$ cat src/rtl/field_pack_collector_if.sv
// Field-write and packed-word ports of the field pack collector.
interface field_pack_collector_if #(
    parameter int unsigned N_FIELDS = 4,
    parameter int unsigned FIELD_W  = 1,
    parameter int unsigned IDX_W    = $clog2(N_FIELDS)
);
    logic                          wr_valid;
    logic                          wr_ready;
    logic [IDX_W-1:0]              wr_idx;
    logic [FIELD_W-1:0]            wr_data;
    logic                          flush;
    logic                          out_valid;
    logic                          out_ready;
    logic [N_FIELDS*FIELD_W-1:0]   out_data;
    logic [N_FIELDS-1:0]           out_mask;
    logic                          dup_err;
    logic                          idx_err;

    // Producer/consumer side.
    modport master (
        output wr_valid, wr_idx, wr_data, flush, out_ready,
        input  wr_ready, out_valid, out_data, out_mask, dup_err, idx_err
    );

    // Collector side.
    modport slave (
        input  wr_valid, wr_idx, wr_data, flush, out_ready,
        output wr_ready, out_valid, out_data, out_mask, dup_err, idx_err
    );
endinterface

$ cat src/rtl/field_pack_collector.sv
// Collects fields written one at a time in any order and emits them as one
// packed word. A collect buffer plus an output register give double
// buffering: a finished word waits in the collect buffer (STALL) while the
// output register is still occupied.
module field_pack_collector #(
    parameter int unsigned N_FIELDS  = 4,
    parameter int unsigned FIELD_W   = 1,
    parameter bit          MSB_FIRST = 1'b0,
    parameter int unsigned IDX_W     = $clog2(N_FIELDS)
) (
    input  logic                 clk,
    input  logic                 rst,
    field_pack_collector_if.slave bus
);
    localparam int unsigned WORD_W = N_FIELDS * FIELD_W;

    typedef enum logic [1:0] {
        EMPTY   = 2'd0,
        FILLING = 2'd1,
        STALL   = 2'd2
    } state_t;

    state_t              state_q, state_d;
    logic [WORD_W-1:0]   buf_q, buf_d;      // collect buffer, field-index order
    logic [N_FIELDS-1:0] mask_q, mask_d;
    logic                wr_ready_q, wr_ready_d;
    logic                out_valid_q, out_valid_d;
    logic [WORD_W-1:0]   out_data_q, out_data_d;
    logic [N_FIELDS-1:0] out_mask_q, out_mask_d;
    logic                dup_q, dup_d;
    logic                idx_q, idx_d;

    logic                wr_acc;
    logic                idx_ok;
    logic                out_pop;
    logic                out_free;
    logic                complete;
    logic [WORD_W-1:0]   buf_w;
    logic [N_FIELDS-1:0] mask_w;

    // Reorders an index-ordered buffer into the output field layout.
    function automatic logic [WORD_W-1:0] pack(input logic [WORD_W-1:0] f);
        logic [WORD_W-1:0] w;
        w = '0;
        for (int i = 0; i < N_FIELDS; i++) begin
            if (MSB_FIRST)
                w[(N_FIELDS-1-i)*FIELD_W +: FIELD_W] = f[i*FIELD_W +: FIELD_W];
            else
                w[i*FIELD_W +: FIELD_W] = f[i*FIELD_W +: FIELD_W];
        end
        return w;
    endfunction

    // Next-state, buffer and output-register logic.
    always_comb begin
        state_d     = state_q;
        buf_d       = buf_q;
        mask_d      = mask_q;
        out_valid_d = out_valid_q;
        out_data_d  = out_data_q;
        out_mask_d  = out_mask_q;
        dup_d       = 1'b0;
        idx_d       = 1'b0;
        buf_w       = buf_q;
        mask_w      = mask_q;

        wr_acc   = bus.wr_valid & wr_ready_q;
        idx_ok   = ({1'b0, bus.wr_idx} < (IDX_W+1)'(N_FIELDS));
        out_pop  = out_valid_q & bus.out_ready;
        out_free = ~out_valid_q | bus.out_ready;

        // This cycle's write is folded in before completion is judged.
        for (int i = 0; i < N_FIELDS; i++) begin
            if (wr_acc && idx_ok && (bus.wr_idx == IDX_W'(i))) begin
                buf_w[i*FIELD_W +: FIELD_W] = bus.wr_data;
                mask_w[i]                   = 1'b1;
                dup_d                       = mask_q[i];
            end
        end
        idx_d = wr_acc & ~idx_ok;

        complete = (state_q != STALL) & ((&mask_w) | (bus.flush & (|mask_w)));

        if (out_pop)
            out_valid_d = 1'b0;

        if (state_q == STALL) begin
            if (out_pop) begin
                out_valid_d = 1'b1;
                out_data_d  = pack(buf_q);
                out_mask_d  = mask_q;
                buf_d       = '0;
                mask_d      = '0;
                state_d     = EMPTY;
            end
        end else if (complete && out_free) begin
            out_valid_d = 1'b1;
            out_data_d  = pack(buf_w);
            out_mask_d  = mask_w;
            buf_d       = '0;
            mask_d      = '0;
            state_d     = EMPTY;
        end else if (complete) begin
            buf_d   = buf_w;
            mask_d  = mask_w;
            state_d = STALL;
        end else begin
            buf_d   = buf_w;
            mask_d  = mask_w;
            state_d = (|mask_w) ? FILLING : EMPTY;
        end

        wr_ready_d = (state_d != STALL);
    end

    // State and registered outputs.
    always_ff @(posedge clk or posedge rst) begin
        if (rst) begin
            state_q     <= EMPTY;
            buf_q       <= '0;
            mask_q      <= '0;
            wr_ready_q  <= 1'b0;
            out_valid_q <= 1'b0;
            out_data_q  <= '0;
            out_mask_q  <= '0;
            dup_q       <= 1'b0;
            idx_q       <= 1'b0;
        end else begin
            state_q     <= state_d;
            buf_q       <= buf_d;
            mask_q      <= mask_d;
            wr_ready_q  <= wr_ready_d;
            out_valid_q <= out_valid_d;
            out_data_q  <= out_data_d;
            out_mask_q  <= out_mask_d;
            dup_q       <= dup_d;
            idx_q       <= idx_d;
        end
    end

    assign bus.wr_ready  = wr_ready_q;
    assign bus.out_valid = out_valid_q;
    assign bus.out_data  = out_data_q;
    assign bus.out_mask  = out_mask_q;
    assign bus.dup_err   = dup_q;
    assign bus.idx_err   = idx_q;
endmodule

$ cat src/flat_wrapper.sv
// flat-port wrapper written by rule: the top's interface ports become plain ports
module field_pack_collector_flat 
#(
    parameter int unsigned N_FIELDS  = 4,
    parameter int unsigned FIELD_W   = 1,
    parameter bit          MSB_FIRST = 1'b0,
    parameter int unsigned IDX_W     = $clog2(N_FIELDS)
)
  (clk, rst, bus_wr_valid, bus_wr_idx, bus_wr_data, bus_flush, bus_out_ready, bus_wr_ready, bus_out_valid, bus_out_data, bus_out_mask, bus_dup_err, bus_idx_err);
  field_pack_collector_if #(.N_FIELDS(N_FIELDS), .FIELD_W(FIELD_W), .IDX_W(IDX_W)) bus_i ();
  input  logic clk;
  input  logic rst;
  input wire logic [$bits(bus_i.wr_valid)-1:0] bus_wr_valid;
  input wire logic [$bits(bus_i.wr_idx)-1:0] bus_wr_idx;
  input wire logic [$bits(bus_i.wr_data)-1:0] bus_wr_data;
  input wire logic [$bits(bus_i.flush)-1:0] bus_flush;
  input wire logic [$bits(bus_i.out_ready)-1:0] bus_out_ready;
  output wire logic [$bits(bus_i.wr_ready)-1:0] bus_wr_ready;
  output wire logic [$bits(bus_i.out_valid)-1:0] bus_out_valid;
  output wire logic [$bits(bus_i.out_data)-1:0] bus_out_data;
  output wire logic [$bits(bus_i.out_mask)-1:0] bus_out_mask;
  output wire logic [$bits(bus_i.dup_err)-1:0] bus_dup_err;
  output wire logic [$bits(bus_i.idx_err)-1:0] bus_idx_err;
  assign bus_i.wr_valid = bus_wr_valid;
  assign bus_i.wr_idx = bus_wr_idx;
  assign bus_i.wr_data = bus_wr_data;
  assign bus_i.flush = bus_flush;
  assign bus_i.out_ready = bus_out_ready;
  assign bus_wr_ready = bus_i.wr_ready;
  assign bus_out_valid = bus_i.out_valid;
  assign bus_out_data = bus_i.out_data;
  assign bus_out_mask = bus_i.out_mask;
  assign bus_dup_err = bus_i.dup_err;
  assign bus_idx_err = bus_i.idx_err;
  field_pack_collector #(.N_FIELDS(N_FIELDS), .FIELD_W(FIELD_W), .MSB_FIRST(MSB_FIRST), .IDX_W(IDX_W)) u_core (.clk(clk), .rst(rst), .bus(bus_i));
endmodule
$ cat config.mk
export PLATFORM = sky130hd
export DESIGN_NAME = field_pack_collector_flat
export DESIGN_NICKNAME = d
export VERILOG_FILES = /design/src/rtl/field_pack_collector_if.sv /design/src/rtl/field_pack_collector.sv /design/src/flat_wrapper.sv
export SDC_FILE = /design/constraint.sdc
export NUM_CORES = 1
export LEC_CHECK = 0
export CORE_MARGIN = 2
export CORE_UTILIZATION = 46
export CTS_CLUSTER_DIAMETER = 120
export DETAILED_ROUTE_END_ITERATION = 8
export GPL_TIMING_DRIVEN = 1
export PLACE_DENSITY = 0.74
export SLEW_MARGIN = 20
export SYNTH_ARGS = -nofsm -noshare
export SYNTH_HDL_FRONTEND = slang
export SYNTH_SLANG_ARGS = --single-unit
$ cat constraint.sdc
create_clock -name clk -period 2.1 [get_ports clk]
set_clock_uncertainty 0.15 [all_clocks]
set_input_delay 0.21 -clock clk [delete_from_list [all_inputs] [get_ports clk]]
set_output_delay 0.21 -clock clk [all_outputs]
set_load 0.005 [all_outputs]
==> results.txt, run 1 <==
run status -> completed
total wire length -> 2730 um
Die W -> 54.0 um
final net count -> 160
final hold slack -> 0.0564 ns
r2r setup slk -> 0.07 ns
crit path kind -> register to register
first drt pass iteration count -> 4
clk root buf -> clkbuf_4
final hold viol count -> 0
share of the synthesized area in the top cell type -> 45.7%
Syn Nets -> 117
top cells by area, synth -> dfrtp_1, mux2i_1, mux2_2, nor2_1, nand2_1
Worst VDD drop -> 0.000395 V
die height -> 54.0 um
reg2reg end -> u_core.bus.out_data[0]
Yosys cell types -> 38
Ports -> 20
CTS tree -> built
routed vias -> 1035
number of synthesized flops with an enable pin -> 0
gr ovfl total -> 0
initial antenna violation count -> 0
Final GP Congestion -> 0.888
CTS Buf Count -> 3
Initial Utilization -> 47.3%
RR Startpoint -> u_core.bus.wr_ready
antenna-violating nets left -> 0
clock sinks -> 21
htree depth -> 1
# rows -> 18
met3 Use GR -> 2.50%
Critical Path, Cell by Cell -> nand2_1, or3_1, nor2_1, mux2_2, mux2_4
layout cell share with drive strength beyond 1 -> 27.2%
dpl ws -> -0.262 ns
critical path buffer and inverter count -> 0
HP Class -> input pin to asynchronous set/reset pin
leakage power -> 0.686 nW
kind of start point of the critical path -> register
worst skew pair latency -> 0.32 ns
path depth of the worst reg2reg path -> 5
Detailed Place HPWL -> 2010 um
Final min period -> 2.03 ns
FF+latch count, synth -> 21
FILL cells -> 196
total power -> 0.664 mW
Mapped Area -> 1150 sq um
synth warn -> 0
layer with the highest usage -> met2
initial drt markers -> 50
synthesized instance count -> 109
port bufs -> 18
Max-cap violations -> 0
Fmax -> 492 MHz
Synth area leader -> dfrtp_1
most frequent cell after synthesis -> dfrtp_1
data required time of the worst path -> 2.17 ns
critical path arrival -> 2.10 ns
asr flop ratio synth -> 100%
CTS max path bufs -> 2
antenna diode count -> 0
syn_area_per_cell -> 10.5 sq um
gr usage total -> 20.4%
vias per inst -> 5.72
predominant post-synthesis flop cell -> dfrtp_1
top post-synthesis cells by count -> dfrtp_1, nor2_1, nand2_1, inv_1, mux2i_1
first-pass GRT wire length -> 4190 um
critical path's slowest cell -> dfrtp_1
Placed Area -> 1510 sq um
Remaining DRCs -> 0
Finished Layout Cells -> 181
CORE AREA -> 2430 sq um
Avg WL per Cell -> 15.1 um
clock slew seen by the registers of the worst setup and hold paths -> 0.13 ns
CP endpoint kind -> register
fin crit share -> 96.7%
Post-Place Cells -> 177
die area -> 2920 sq um
Setup violations, final -> 0
GR Util met2 -> 34.1%
number of global-route vias before repair -> 915
area delta synth->final -> 34.4%
met1 usage -> 25.7%
Critical Path Fanout Max -> 7
CTS Hold Buffers Added -> 0
family with the most delay on the worst path -> simple AND/OR/NAND/NOR gates
Slowest Stage Delay on Critical Path -> 0.46 ns
power density cells -> 430 nW/um^2
part of the Yosys area used for sequential elements -> 45.7%
final setup margin -> 0.0694 ns
largest net degree at the start of global routing -> 22
Final Instance Area -> 1550 sq um
Final Max Tran Viols -> 0
RSZ-0062 raised after global routing -> no
-- metrics by stage --
stage / util, % / TNS (ns)
after floorplan: - / 0
after global placement: 61.9 / -1.59
after detailed placement: 61.9 / -2.40
after CTS: 63.2 / 0
after global routing: 63.5 / 0
final: 63.5 / 0
-- cell usage in the layout (no fill, tap or decap), types with 2 or more instances in the layout --
cell / netlist / routed
buf_4: 1 / 24
dfrtp_1: 21 / 21
clkdlybuf4s50_1: 0 / 18
nor2_1: 12 / 12
nand2_1: 11 / 11
inv_1: 6 / 6
mux2i_1: 5 / 5
mux2_2: 4 / 4
nand3_1: 4 / 4
a32oi_1: 4 / 4
o21ai_0: 4 / 4
clkbuf_4: 0 / 3
nand2b_1: 2 / 2
a21oi_1: 2 / 2
mux2_4: 2 / 2
or3_1: 2 / 2
nand4b_1: 2 / 2
a22oi_1: 2 / 2
mux2_1: 2 / 2
-- cell type report --
type                    count  area (sq um)  area share (%)
inverters                   6          22.5            1.46
multi-input cells          78           569            36.8
clock buffers               3          22.5            1.46
clock inverters             1          7.51           0.486
flip-flops and latches     21           526            34.0
well taps                  30          37.5            2.43
repair buffers             42           360            23.3
-- worst register-to-register path: cells and delay by family, from the launching register on --
family           cells  cell delay (ns)
muxes                2             0.62
and+or+nand+nor      3             0.71
DFF                  1             0.46
-- where the power goes --
group | total [mW] | internal (mW) | switching [mW]
registers | 0.404 | 0.404 | 0
clock network | 0.209 | 0.0729 | 0.136
logic | 0.0502 | 0.0244 | 0.0258
-- flip-flops by register name, indices dropped and copies added (netlist names) --
signal,cells
u_core.bus.out_data,4
u_core.state_q,2
u_core.mask_q,4
u_core.bus.dup_err,1
u_core.bus.out_valid,1
u_core.bus.out_mask,4
u_core.buf_q,4
u_core.bus.wr_ready,1
-- metal layers --
layer	wire length (um)	vias to the layer above
met1	1210	507
met3	143	7
met2	1310	44
li1	-	477
met4	65	0
met5	0	-
-- logic make-up (layout without fill, tap and decap cells) --
logic type	Yosys count	in the layout	synth area share [%]
compound gates	22	22	16.8
simple gates	42	42	18.8
other cells	1	1	0.326
flops	21	21	45.7
buf+inv	10	52	5.55
mux	13	13	12.8
-- worst max-delay path by stage --
| stage | start | to | slack (ns) | cells past startpoint |
|---|---|---|---|---|
| 4_1_cts | u_core.bus.wr_ready | u_core.bus.out_data[3] | 0.07 | 6 |
| 3_5_place_dp | bus_wr_valid | u_core.bus.out_data[3] | -0.26 | 7 |
| 3_3_place_gp | bus_wr_valid | u_core.bus.out_data[0] | -0.18 | 7 |
| 5_1_grt | u_core.bus.wr_ready | u_core.bus.out_data[0] | 0.02 | 5 |
| 6_report | u_core.bus.wr_ready | u_core.bus.out_data[0] | 0.07 | 5 |
| 2_1_floorplan | u_core.bus.wr_ready | u_core.bus.out_data[0] | 0.13 | 6 |
-- what timing repair did --
action | 4_1_cts | 5_1_grt
resized for setup | 0 | 1
endpoints found under the setup margin | 0 | 6
buffers inserted | 0 | 0
No activity file was read; power rests on OpenSTA's default activity.
==> run 2, diff against run 1 <==
--- a/config.mk
+++ b/config.mk
@@ -5,6 +5,7 @@
 export SDC_FILE = /design/constraint.sdc
 export NUM_CORES = 1
 export LEC_CHECK = 0
+export ABC_AREA = 1
 export CORE_MARGIN = 2
 export CORE_UTILIZATION = 46
 export CTS_CLUSTER_DIAMETER = 120
==> run 2 against run 1 <==
Net effect: via count fell by 6.6%; synthesized cell count increased by 37%; total power grew to 2.6 times the previous value; first-iteration DRC count down 52%; die area shrank 2.7%; cell count grew 9.9%; combinational power grew to 17 times the previous value; register-to-register slack better by 0.22 ns; sequential power up 61%; utilization fell by 3.3 points; worst setup slack gained 0.22 ns.
==> results.txt, run 2 <==
run status -> completed (unchanged)
largest net degree at the start of global routing -> 22 (unchanged)
Mapped Area -> 1120 sq um (was 1150 sq um)
Final min period -> 1.81 ns (was 2.03 ns)
Post-CTS Setup Bufs -> 0 (unchanged)
leakage power -> 0.708 nW (was 0.686 nW)
top post-synthesis cells by count -> nand2_1, dfrtp_1, inv_1, o21ai_0, nand3_1 (was dfrtp_1, nor2_1, nand2_1, inv_1, mux2i_1)
antenna-violating nets left -> 0 (unchanged)
area delta synth->final -> 21.6% (was 34.4%)
CTS Buf Count -> 3 (unchanged)
Slowest Stage Delay on Critical Path -> 0.39 ns (was 0.46 ns)
most frequent cell after synthesis -> nand2_1 (was dfrtp_1)
routed vias -> 967 (was 1035)
path depth of the worst reg2reg path -> 12 (was 5)
post-synthesis compound-gate area fraction -> 10.5% (was 16.8%)
crit path kind -> register to register (unchanged)
dpl ws -> 0.0137 ns (was -0.262 ns)
commonest non-fill, non-tap cell in the layout -> nand2_1 (was buf_4)
final hold viol count -> 0 (unchanged)
Synth area leader -> dfrtp_1 (unchanged)
reg2reg end -> u_core.bus.out_mask[3] (was u_core.bus.out_data[0])
largest family of logic cells by synthesized area -> simple AND/OR/NAND/NOR gates (unchanged)
clk root buf -> clkbuf_4 (unchanged)
Placed Area -> 1330 sq um (was 1510 sq um)
critical path's slowest cell -> dfrtp_1 (unchanged)
top cells by area, synth -> dfrtp_1, nand2_1, inv_1, o21ai_0, nand3_1 (was dfrtp_1, mux2i_1, mux2_2, nor2_1, nand2_1)
data required time of the worst path -> 2.15 ns (was 2.17 ns)
asr flop ratio synth -> 100% (unchanged)
commonest non-fill, non-tap cells in the layout -> nand2_1, inv_1, dfrtp_1 (was buf_4, dfrtp_1, clkdlybuf4s50_1)
CP endpoint kind -> register (unchanged)
clock sinks -> 21 (unchanged)
Critical Path, Cell by Cell -> nand2_1, inv_2, nand2_2, nand2_1, nor2_1, nand2_1, nand2_1, nand2_2, nand2_4, nand2_4, nand2_1, nand2_1 (was nand2_1, or3_1, nor2_1, mux2_2, mux2_4)
share of the synthesized area in the top cell type -> 47.1% (was 45.7%)
total wire length -> 2310 um (was 2730 um)
Simple-Gate Fraction of Synth Area -> 32.6% (was 18.8%)
htree depth -> 1 (unchanged)
Final Instance Area -> 1360 sq um (was 1550 sq um)
CTS max path bufs -> 2 (unchanged)
CTS tree -> built (unchanged)
Syn Nets -> 157 (was 117)
Remaining DRCs -> 0 (unchanged)
FF+latch count, synth -> 21 (unchanged)
final net count -> 180 (was 160)
Setup violations, final -> 0 (unchanged)
power density cells -> 1250 nW/um^2 (was 430 nW/um^2)
fin crit share -> 86.1% (was 96.7%)
synthesized instance count -> 149 (was 109)
fin util -> 60.2% (was 63.5%)
total power -> 1.69 mW (was 0.664 mW)
Fmax -> 553 MHz (was 492 MHz)
Max-cap violations -> 0 (unchanged)
die height -> 53.3 um (was 54.0 um)
Avg WL per Cell -> 11.6 um (was 15.1 um)
CTS Hold Buffers Added -> 0 (unchanged)
die area -> 2840 sq um (was 2920 sq um)
most used cell, CP -> nand2_1
gr ovfl total -> 0 (unchanged)
first drt pass iteration count -> 4 (unchanged)
initial drt markers -> 24 (was 50)
post-CTS sizing -> 0 (unchanged)
Die W -> 53.3 um (was 54.0 um)
# rows -> 17 (was 18)
critical path arrival -> 1.86 ns (was 2.10 ns)
initial antenna violation count -> 0 (unchanged)
final setup margin -> 0.292 ns (was 0.0694 ns)
Final GP Congestion -> 0.879 (was 0.888)
antenna diode count -> 0 (unchanged)
number of global-route vias before repair -> 836 (was 915)
Initial Utilization -> 49.5% (was 47.3%)
syn_area_per_cell -> 7.49 sq um (was 10.5 sq um)
Detailed Place HPWL -> 1730 um (was 2010 um)
CORE AREA -> 2250 sq um (was 2430 sq um)
HP Class -> input pin to asynchronous set/reset pin (unchanged)
predominant post-synthesis flop cell -> dfrtp_1 (unchanged)
layout cell share with drive strength beyond 1 -> 11.7% (was 27.2%)
r2r setup slk -> 0.29 ns (was 0.07 ns)
number of synthesized flops with an enable pin -> 0 (unchanged)
kind of start point of the critical path -> register (unchanged)
setup TNS -> 0 ns (unchanged)
RSZ-0062 raised after global routing -> no (unchanged)
multiplexer share of the synthesized area -> 0% (was 12.8%)
Post-Synth Adder-Cell Area -> 0% (unchanged)
Synth Area in XOR/XNOR -> 0% (unchanged)
Worst VDD drop -> 0.000694 V (was 0.000395 V)
synth warn -> 0 (unchanged)
Ports -> 20 (unchanged)
vias per inst -> 4.86 (was 5.72)
clock slew seen by the registers of the worst setup and hold paths -> 0.11 ns (was 0.13 ns)
RR Startpoint -> u_core.bus.wr_ready (unchanged)
port bufs -> 18 (unchanged)
Final Max Tran Viols -> 0 (unchanged)
part of the Yosys area used for sequential elements -> 47.1% (was 45.7%)
Yosys cell types -> 20 (was 38)
worst skew pair latency -> 0.30 ns (was 0.32 ns)
first-pass GRT wire length -> 3710 um (was 4190 um)
Critical Path Fanout Max -> 18 (was 7)
gr usage total -> 18.3% (was 20.4%)
==> run 2: final cells by class <==
class                           instances  area [sq um]
Clock buffer                            4          26.3
Fill cell                             212           897
Inverter                               22          82.6
Multi-Input combinational cell        103           485
Sequential cell                        21           526
Tap cell                               28          35.0
Timing Repair Buffer                   21           203
==> run 2: power by group <==
group          switching (mW)  leakage [nW]  internal (mW)  total, mW
sequential             0.0825         0.270          0.569      0.652
clock                   0.117        0.0150         0.0739      0.191
combinational           0.494         0.423          0.358      0.851
total                   0.693         0.708           1.00       1.69
==> run 2: layer usage <==
| metal | global-route usage [%] | routed length, um |
|---|---|---|
| met2 | 28.2 | 1070 |
| met3 | 2.54 | 82 |
| met5 | 0 | 0 |
| met4 | 8.55 | 27 |
| met1 | 25.4 | 1130 |
==> run 2: through the flow <==
| step | cells | hold WS, ns |
|---|---|---|
| after floorplan | 149 | 0.0365 |
| after global placement | 195 | 0.315 |
| after detailed placement | 195 | 0.318 |
| after CTS | 199 | 0.0941 |
| after global routing | 199 | 0.102 |
| final | 199 | 0.0824 |
==> run 2: worst max path at each step <==
stage	start	end	slack, ns	depth (start not counted)
after floorplan	u_core.bus.wr_ready	u_core.bus.out_data[0]	0.53	12
after global placement	bus_wr_idx[1]	u_core.bus.out_mask[1]	0.11	12
after detailed placement	bus_wr_idx[1]	u_core.bus.out_mask[1]	0.01	13
after CTS	u_core.bus.wr_ready	u_core.bus.out_mask[1]	0.29	12
after global routing	u_core.bus.wr_ready	u_core.bus.out_data[3]	0.09	12
final	u_core.bus.wr_ready	u_core.bus.out_mask[3]	0.29	12
==> run 2: cells by family (layout without fill, tap and decap cells) <==
| kind of cell | Yosys count | count (layout) |
|---|---|---|
| AO/OA/AOI/OAI | 21 | 21 |
| buffers and inverters | 25 | 47 |
| flip-flops | 21 | 21 |
| other | 1 | 1 |
| AND/OR/NAND/NOR | 81 | 81 |
==> run 2: critical path, delay by kind of cell (launching register included) <==
| family | cells | cell delay, ns |
|---|---|---|
| buffers and inverters | 1 | 0.09 |
| flip-flops | 1 | 0.39 |
| AND/OR/NAND/NOR | 11 | 1.08 |
==> run 3, diff against run 2 <==
--- a/config.mk
+++ b/config.mk
@@ -8,10 +8,12 @@
 export ABC_AREA = 1
 export CORE_MARGIN = 2
 export CORE_UTILIZATION = 46
-export CTS_CLUSTER_DIAMETER = 120
+export CTS_CLUSTER_DIAMETER = 80
 export DETAILED_ROUTE_END_ITERATION = 8
 export GPL_TIMING_DRIVEN = 1
 export PLACE_DENSITY = 0.74
+export SETUP_SLACK_MARGIN = 0.5
+export SKIP_LAST_GASP = 1
 export SLEW_MARGIN = 20
 export SYNTH_ARGS = -nofsm -noshare
 export SYNTH_HDL_FRONTEND = slang
==> run 3 against run 2 <==
Net effect: cell area rose by 23%; worst hold slack improved by 0.0030 ns; total power rose by 35%; via count rose by 21%; critical path type unchanged; utilization rose by 14 points; largest cell class is now multi-input gates.
==> results.txt, run 3 (synthesis results as in run 2) <==
leakage power -> 0.866 nW (was 0.708 nW)
HP Class -> input pin to asynchronous set/reset pin (unchanged)
Remaining DRCs -> 0 (unchanged)
clk root buf -> clkbuf_4 (unchanged)
final hold viol count -> 0 (unchanged)
die height -> 53.3 um (unchanged)
Setup violations, final -> 0 (unchanged)
first drt pass iteration count -> 4 (unchanged)
die area -> 2840 sq um (unchanged)
Final min period -> 1.73 ns (was 1.81 ns)
CTS Hold Buffers Added -> 0 (unchanged)
port bufs -> 18 (unchanged)
kind of start point of the critical path -> register (unchanged)
CTS Buf Count -> 3 (unchanged)
gr usage total -> 24.0% (was 18.3%)
commonest non-fill, non-tap cell in the layout -> nand2_1 (unchanged)
htree depth -> 1 (unchanged)
r2r setup slk -> 0.37 ns (was 0.29 ns)
clock slew seen by the registers of the worst setup and hold paths -> 0.11 ns (about the same)
data required time of the worst path -> 2.15 ns (about the same)
power density cells -> 1370 nW/um^2 (was 1250 nW/um^2)
Initial Utilization -> 49.5% (unchanged)
reg2reg end -> u_core.bus.out_mask[3] (unchanged)
RSZ-0062 raised after global routing -> yes (was no)
clock sinks -> 21 (unchanged)
total power -> 2.28 mW (was 1.69 mW)
fin crit share -> 82.3% (was 86.1%)
commonest non-fill, non-tap cells in the layout -> nand2_1, dfrtp_1, inv_1, buf_4, clkdlybuf4s50_1 (was nand2_1, inv_1, dfrtp_1)
routed vias -> 1168 (was 967)
initial drt markers -> 44 (was 24)
Avg WL per Cell -> 15.1 um (was 11.6 um)
Max-cap violations -> 0 (unchanged)
gr ovfl total -> 0 (unchanged)
vias per inst -> 5.29 (was 4.86)
Ports -> 20 (unchanged)
crit path kind -> register to register (unchanged)
Final Max Tran Viols -> 0 (unchanged)
final net count -> 202 (was 180)
CORE AREA -> 2250 sq um (unchanged)
Final GP Congestion -> 0.879 (unchanged)
number of global-route vias before repair -> 1073 (was 836)
CTS tree -> built (unchanged)
Die W -> 53.3 um (unchanged)
area delta synth->final -> 49.4% (was 21.6%)
CTS max path bufs -> 2 (unchanged)
run status -> completed (unchanged)
largest net degree at the start of global routing -> 22 (unchanged)
setup TNS -> 0 ns (unchanged)
layout cell share with drive strength beyond 1 -> 35.2% (was 11.7%)
path depth of the worst reg2reg path -> 12 (unchanged)
RR Startpoint -> u_core.bus.wr_ready (unchanged)
first-pass GRT wire length -> 4780 um (was 3710 um)
critical path arrival -> 1.77 ns (was 1.86 ns)
Fmax -> 579 MHz (was 553 MHz)
Critical Path Fanout Max -> 8 (was 18)
# rows -> 17 (unchanged)
antenna diode count -> 0 (unchanged)
antenna-violating nets left -> 0 (unchanged)
Detailed Place HPWL -> 1730 um (unchanged)
total wire length -> 3340 um (was 2310 um)
CP endpoint kind -> register (unchanged)
Worst VDD drop -> 0.000843 V (was 0.000694 V)
initial antenna violation count -> 0 (unchanged)
worst skew pair latency -> 0.29 ns (was 0.30 ns)
run 3: area by class of cell:
cell class                      instances  area (sq um)
Inverter                               22          85.1
Timing Repair Buffer                   42           379
Tap cell                               28          35.0
Fill cell                             168           587
Sequential cell                        21           526
Clock buffer                            4          26.3
Multi-Input combinational cell        104           617
run 3: power breakdown:
group          internal (mW)  switching (mW)  leakage, nW
sequential             0.570          0.0973        0.270
combinational          0.653           0.769        0.580
clock                 0.0739           0.116       0.0150
total                   1.30           0.982        0.866
run 3: layer usage:
metal	track usage (%)	part of all wire, %	vias up
li1	-	-	553
met1	31.1	42	547
met2	37.9	48	51
met3	3.39	6.0	17
met4	13.7	3.8	0
met5	0	0	-
run 3: stage by stage:
step / area, sq um / util (%) / instances / hold slack [ns] / setup slack (ns)
after floorplan: 1120 / - / 149 / 0.0365 / 0.529
after global placement: 1330 / 59.0 / 195 / 0.315 / 0.112
after detailed placement: 1330 / 59.0 / 195 / 0.318 / 0.0137
after CTS: 1600 / 70.8 / 218 / 0.0941 / 0.429
after global routing: 1670 / 74.0 / 221 / 0.103 / 0.282
final: 1670 / 74.0 / 221 / 0.0853 / 0.371
run 3: what timing repair did:
item	4_1_cts	5_1_grt
resized for setup	32	18
buffers inserted	17	3
cloned	2	0
pin swaps	14	8
endpoints found under the setup margin	18	21
run 3: worst max path at each step:
stage                     cells after the start  slack [ns]                     end                 from
final                                        12        0.37  u_core.bus.out_mask[3]  u_core.bus.wr_ready
after global routing                         12        0.28  u_core.bus.out_data[0]  u_core.bus.wr_ready
after CTS                                    12        0.43        u_core.mask_q[3]  u_core.bus.wr_ready
after detailed placement                     13        0.01  u_core.bus.out_mask[1]        bus_wr_idx[1]
after global placement                       12        0.11  u_core.bus.out_mask[1]        bus_wr_idx[1]
after floorplan                              12        0.53  u_core.bus.out_data[0]  u_core.bus.wr_ready
run 3: critical path, cell delays in order (launching register included):
cell     delay, ns
dfrtp_1       0.40
nand2_2       0.11
inv_4         0.07
nand2_4       0.07
nand2_4       0.06
nor2_2        0.15
nand2_2       0.09
nand2_2       0.09
nand2_4       0.09
nand2_8       0.11
nand2_4       0.09
nand2_1       0.09
nand2_1       0.05
